[src/rtl/serial_frame_rx.sv]
// serial_frame_rx: serial-to-parallel frame receiver with a one-entry output buffer.
// Samples s on bit strobes (en), detects the start bit (~STOP_LEVEL), assembles W data
// bits LSB-first, checks the stop bit and hands the word out through a valid/ready buffer.
// Optional feature macro: PARITY_CHECK_EN adds one even-parity bit after the data bits;
// a parity mismatch is reported like a bad stop bit.
// Ports:
//   c     in   clock, rising edge
//   rst   in   synchronous active-high reset
//   s     in   serial line, idle level = STOP_LEVEL
//   en    in   bit strobe, s sampled only when en=1
//   rdy   in   consumer ready, transfer when v & rdy
//   q     out  [W-1:0] buffered data word
//   v     out  buffer holds an unread word
//   ferr  out  sticky framing (or parity) error
//   ovr   out  sticky overrun
//   busy  out  FSM not idle
module serial_frame_rx #(
  parameter int unsigned W          = 8,
  parameter logic        STOP_LEVEL = 1'b1
) (
  input  logic         c,
  input  logic         rst,
  input  logic         s,
  input  logic         en,
  input  logic         rdy,
  output logic [W-1:0] q,
  output logic         v,
  output logic         ferr,
  output logic         ovr,
  output logic         busy
);

  localparam int unsigned CW = $clog2(W + 1);

  typedef enum logic [1:0] {
    S_IDLE = 2'd0,
    S_DATA = 2'd1,
    S_PAR  = 2'd2,
    S_STOP = 2'd3
  } state_t;

  state_t         r_state;
  state_t         w_state_nxt;
  logic [CW-1:0]  r_cnt;
  logic [W-1:0]   r_sh;
  logic [W-1:0]   r_q;
  logic           r_v;
  logic           r_ferr;
  logic           r_ovr;
  logic           r_busy;

  logic           w_start;
  logic           w_shift;
  logic           w_stop;
  logic           w_frame_ok;
  logic           w_good;
  logic           w_bad;
  logic           w_read;
  logic [W-1:0]   w_sh_nxt;

`ifdef PARITY_CHECK_EN
  logic           r_par;
  logic           r_pbit;
  logic           w_pcap;
`endif

  // State register
  always_ff @(posedge c) begin
    if (rst) r_state <= S_IDLE;
    else     r_state <= w_state_nxt;
  end

  // Next-state logic; every transition requires a strobe
  always_comb begin
    w_state_nxt = r_state;
    if (en) begin
      case (r_state)
        S_IDLE: if (s == ~STOP_LEVEL) w_state_nxt = S_DATA;
        S_DATA: begin
          if (r_cnt == CW'(W - 1)) begin
`ifdef PARITY_CHECK_EN
            w_state_nxt = S_PAR;
`else
            w_state_nxt = S_STOP;
`endif
          end
        end
`ifdef PARITY_CHECK_EN
        S_PAR:  w_state_nxt = S_STOP;
`else
        S_PAR:  w_state_nxt = S_IDLE;
`endif
        S_STOP: w_state_nxt = S_IDLE;
        default: w_state_nxt = S_IDLE;
      endcase
    end
  end

  // Decoded per-edge actions
  always_comb begin
    w_start  = en && (r_state == S_IDLE) && (s == ~STOP_LEVEL);
    w_shift  = en && (r_state == S_DATA);
    w_stop   = en && (r_state == S_STOP);
    // New bit enters at the MSB so the first data bit ends in bit 0
    w_sh_nxt = (r_sh >> 1) | (W'(s) << (W - 1));
`ifdef PARITY_CHECK_EN
    w_pcap     = en && (r_state == S_PAR);
    w_frame_ok = (s == STOP_LEVEL) && (r_par == r_pbit);
`else
    w_frame_ok = (s == STOP_LEVEL);
`endif
    w_good   = w_stop && w_frame_ok;
    w_bad    = w_stop && !w_frame_ok;
    w_read   = r_v && rdy;
  end

  // Datapath, output buffer and sticky flags
  always_ff @(posedge c) begin
    if (rst) begin
      r_cnt  <= '0;
      r_sh   <= '0;
      r_q    <= '0;
      r_v    <= 1'b0;
      r_ferr <= 1'b0;
      r_ovr  <= 1'b0;
      r_busy <= 1'b0;
`ifdef PARITY_CHECK_EN
      r_par  <= 1'b0;
      r_pbit <= 1'b0;
`endif
    end else begin
      r_busy <= (w_state_nxt != S_IDLE);
      if (w_start) begin
        r_cnt <= '0;
`ifdef PARITY_CHECK_EN
        r_par <= 1'b0;
`endif
      end
      if (w_shift) begin
        r_sh  <= w_sh_nxt;
        r_cnt <= r_cnt + CW'(1);
`ifdef PARITY_CHECK_EN
        r_par <= r_par ^ s;
`endif
      end
`ifdef PARITY_CHECK_EN
      if (w_pcap) r_pbit <= s;
`endif
      // A commit into a buffer that is being read in the same edge keeps v high
      if (w_good) begin
        if (!r_v || rdy) begin
          r_q <= r_sh;
          r_v <= 1'b1;
        end else begin
          r_ovr <= 1'b1;
        end
      end else if (w_read) begin
        r_v <= 1'b0;
      end
      if (w_bad) r_ferr <= 1'b1;
    end
  end

  assign q    = r_q;
  assign v    = r_v;
  assign ferr = r_ferr;
  assign ovr  = r_ovr;
  assign busy = r_busy;

endmodule

[config.mk]
export PLATFORM = sky130hd
export DESIGN_NAME = serial_frame_rx
export DESIGN_NICKNAME = d
export VERILOG_FILES = /design/src/rtl/serial_frame_rx.sv
export SDC_FILE = /design/constraint.sdc
export NUM_CORES = 1
export LEC_CHECK = 0
export CAP_MARGIN = 10
export CORE_MARGIN = 3
export CORE_UTILIZATION = 51
export CTS_CLUSTER_SIZE = 14
export DETAILED_ROUTE_END_ITERATION = 7
export MAX_ROUTING_LAYER = met4
export PLACE_DENSITY = 0.8
export SETUP_SLACK_MARGIN = 0.2
export SLEW_MARGIN = 20
export SYNTH_ARGS = -nofsm -noshare
export SYNTH_HDL_FRONTEND = slang
export SYNTH_SLANG_ARGS = --single-unit
[constraint.sdc]
create_clock -name c -period 1.5 [get_ports c]
set_clock_uncertainty 0.05 [all_clocks]
set_input_delay 0.225 -clock c [delete_from_list [all_inputs] [get_ports c]]
set_output_delay 0.225 -clock c [all_outputs]
set_load 0.01 [all_outputs]
==> results.toml <==
[yosys]
synth_cell_types = 29
synth.yosys.seq_area_share = 0.4690
synth.area.top_cells = "dfxtp_1 (47%), mux2i_1 (14%), nand2b_1 (9.6%)"
synth_top_cell_by_area = "dfxtp_1"
synthFlopType = "dfxtp_1"
synth_warnings = 0
synthCells = 111
synth-edff-count = 0
async_flop_share = 0
ys_ff_latch = 26
netlist_area_sq_um = 1110
synth_top_area_frac = 0.4690
syn-num-nets = 117
syn_area_per_cell_sq_um = 9.998

[grt]
grt_pass1_vias = 796
grt_max_degree = 35
grt_pass1_wl_microns = 3353
overflow = 0
grt_usage = 0.1683
antenna_found_initial = 0

[setup_path]
reg2regPathDepth = 3
cp_cell_sequence = "nand2b_4, or4_4, a31oi_1"
slowest_stage = "or4_4"
reg2reg_slack_ns = 0.24
start_kind = "flop"
worstPathArrival_ns = 1.48
cp_max_fo = 8
r2r_end = "r_cnt[3]$_SDFFE_PP0P_"
cp-end-kind = "flop"
max_stage_delay_ns = 0.47
required_ns = 1.72
r2r_start = "r_state[1]$_SDFF_PP0_"
criticalPathCategory = "reg2reg"

[pwr]
powerDensity_nw_per_um2 = 831.3
peakVddDrop_mv = 0.7479
totalPowerFinal_w = 0.001142
p_leak_nw = 0.6084

[routing]
via_per_inst = 4.988
drt_wl_total_microns = 1926
vias = 803
drcViolationCount = 0
first_pass_iters = 4
drt_iter0_drc = 14
detail-route-antenna-nets = 0
wl_per_cell_microns = 11.96

[worst_hold_path]
min_from = "q[3]$_SDFFE_PP0P_"
hold_path_depth = 2
worstHoldEndpoint = "q[3]$_SDFFE_PP0P_"
worstHoldPathType = "reg2reg"

[floorplan]
pin_count = 17
design.core.area_sq_um = 2002
row_count = 16
start_util = 0.5544
die_h_microns = 52.65
die_w_microns = 52.65
die_area_sq_um = 2772

[clock_network]
post-cts-setup-buffer-count = 0
clock_sinks = 26
ctsHtreeMaxLevel = 1
hold_buffers = 0
cts_root_buffer = "clkbuf_4"
clock_latency_ns = 0.32
cts_made_buffers = 3
clkTransAtPathRegs_ns = 0.14
clockBufferDepth = 2
cts_tree = "built"

[timing]
hold_violations = 0
rsz0062_at_grt = "yes"
post-route-worst-setup-slack_ns = 0.2352
fin_tns_setup_ns = 0
fmax_ghz = 0.7906
setup_violations = 0
max_slew_margin = 0.8336
tightest_slew_ns = 0.2496
period_needed_ns = 1.265
drv_slew = 0
min_period_over_period = 0.8432
hold-worst-slack_ns = 0.4307

[place]
port_buffers = 16
routabilityCongestion = 0.7368
post-place-ws_ns = -0.1873
dp_hpwl_microns = 1425

[finish]
final_cell_mix = "dfxtp_1 (24), nand2b_1 (17), mux2i_1 (16)"
drive_gt1_frac = 0.1642
fillers = 167
finalNetCount = 141
area_growth_syn_to_layout_pct = 23.79
final_common_cell = "dfxtp_1"
num_antenna_cells = 0

[job]
max_cap_violations = 0

[run_status]
status = "completed"
kinds of logic after synthesis:
logic type / after synthesis / synth area share
buffers and inverters: 9 / 0.04848
AO/OA/AOI/OAI: 16 / 0.08456
AND/OR/NAND/NOR: 43 / 0.2424
multiplexers: 16 / 0.1443
flip-flops: 26 / 0.4690
adder cells (fa/ha/maj): 1 / 0.01127
worst max-delay path, delay by kind of cell, from the launching register on:
family,cells,cell delay (ns)
simple gates,2,0.61
flops,1,0.39
compound gates,1,0.16
sequential cells by signal, indices dropped and copies added, names as in the netlist:
signal,count
busy,1
ferr,1
ovr,1
q,8
r_cnt,4
r_sh,8
r_state,2
v,1
power by group:
part | total [W] | switching, W | internal, W
combinational | 0.0000851 | 0.0000389 | 0.0000462
clock | 0.000356 | 0.000208 | 0.000148
sequential | 0.000701 | 0.00000538 | 0.000695
timing repair:
| item | 4_1_cts | 5_1_grt |
|---|---|---|
| pin swaps | 0 | 1 |
| hold endpoints to repair | 0 | 0 |
| endpoints found under the setup margin | 18 | 3 |
| resized for setup | 15 | 2 |
synth_stat cells, drive strengths merged, types with 2 or more instances:
library cell  instances
o21ai                 5
nand3                 2
nor2                 11
dfxtp                26
nand2b               18
mux2i                16
inv                   2
nor2b                 3
buf                   4
a21oi                 6
clkbuf                3
stage by stage:
stage / util / area, sq um / std cells
final: 0.6863 / 1374 / 161
after global routing: 0.6863 / 1374 / 161
after CTS: 0.6831 / 1368 / 161
after detailed placement: 0.6719 / 1345 / 157
after global placement: 0.6719 / 1345 / 157
after floorplan: - / 1110 / 111
routing by layer:
layer,vias up,part of all wire,global-route usage
met1,364,0.45,0.1877
met5,-,0,-
met3,5,0.029,0.03134
met2,12,0.49,0.2748
li1,422,-,-
met4,0,0.023,0.1064
area by class of cell:
type,instances,area [sq um],area share
well taps,27,33.78,0.02459
clock buffers,4,36.28,0.02641
flip-flops and latches,26,525.5,0.3825
multi-input cells,76,539.3,0.3925
inverters,2,7.507,0.005464
repair buffers,26,231.5,0.1685
worst max-delay path by stage:
stage          depth (start not counted)  slack, ns                    end                   from
3_5_place_dp                           4      -0.19  r_cnt[3]$_SDFFE_PP0P_                     en
3_3_place_gp                           5      -0.13  r_state[1]$_SDFF_PP0_                     en
6_report                               3       0.24  r_cnt[3]$_SDFFE_PP0P_  r_state[1]$_SDFF_PP0_
4_1_cts                                3       0.22  r_cnt[3]$_SDFFE_PP0P_  r_state[1]$_SDFF_PP0_
5_1_grt                                3       0.16  r_cnt[3]$_SDFFE_PP0P_  r_state[1]$_SDFF_PP0_
2_1_floorplan                          4       0.28  r_cnt[3]$_SDFFE_PP0P_  r_state[0]$_SDFF_PP0_
(Power assumes the default switching activity.)
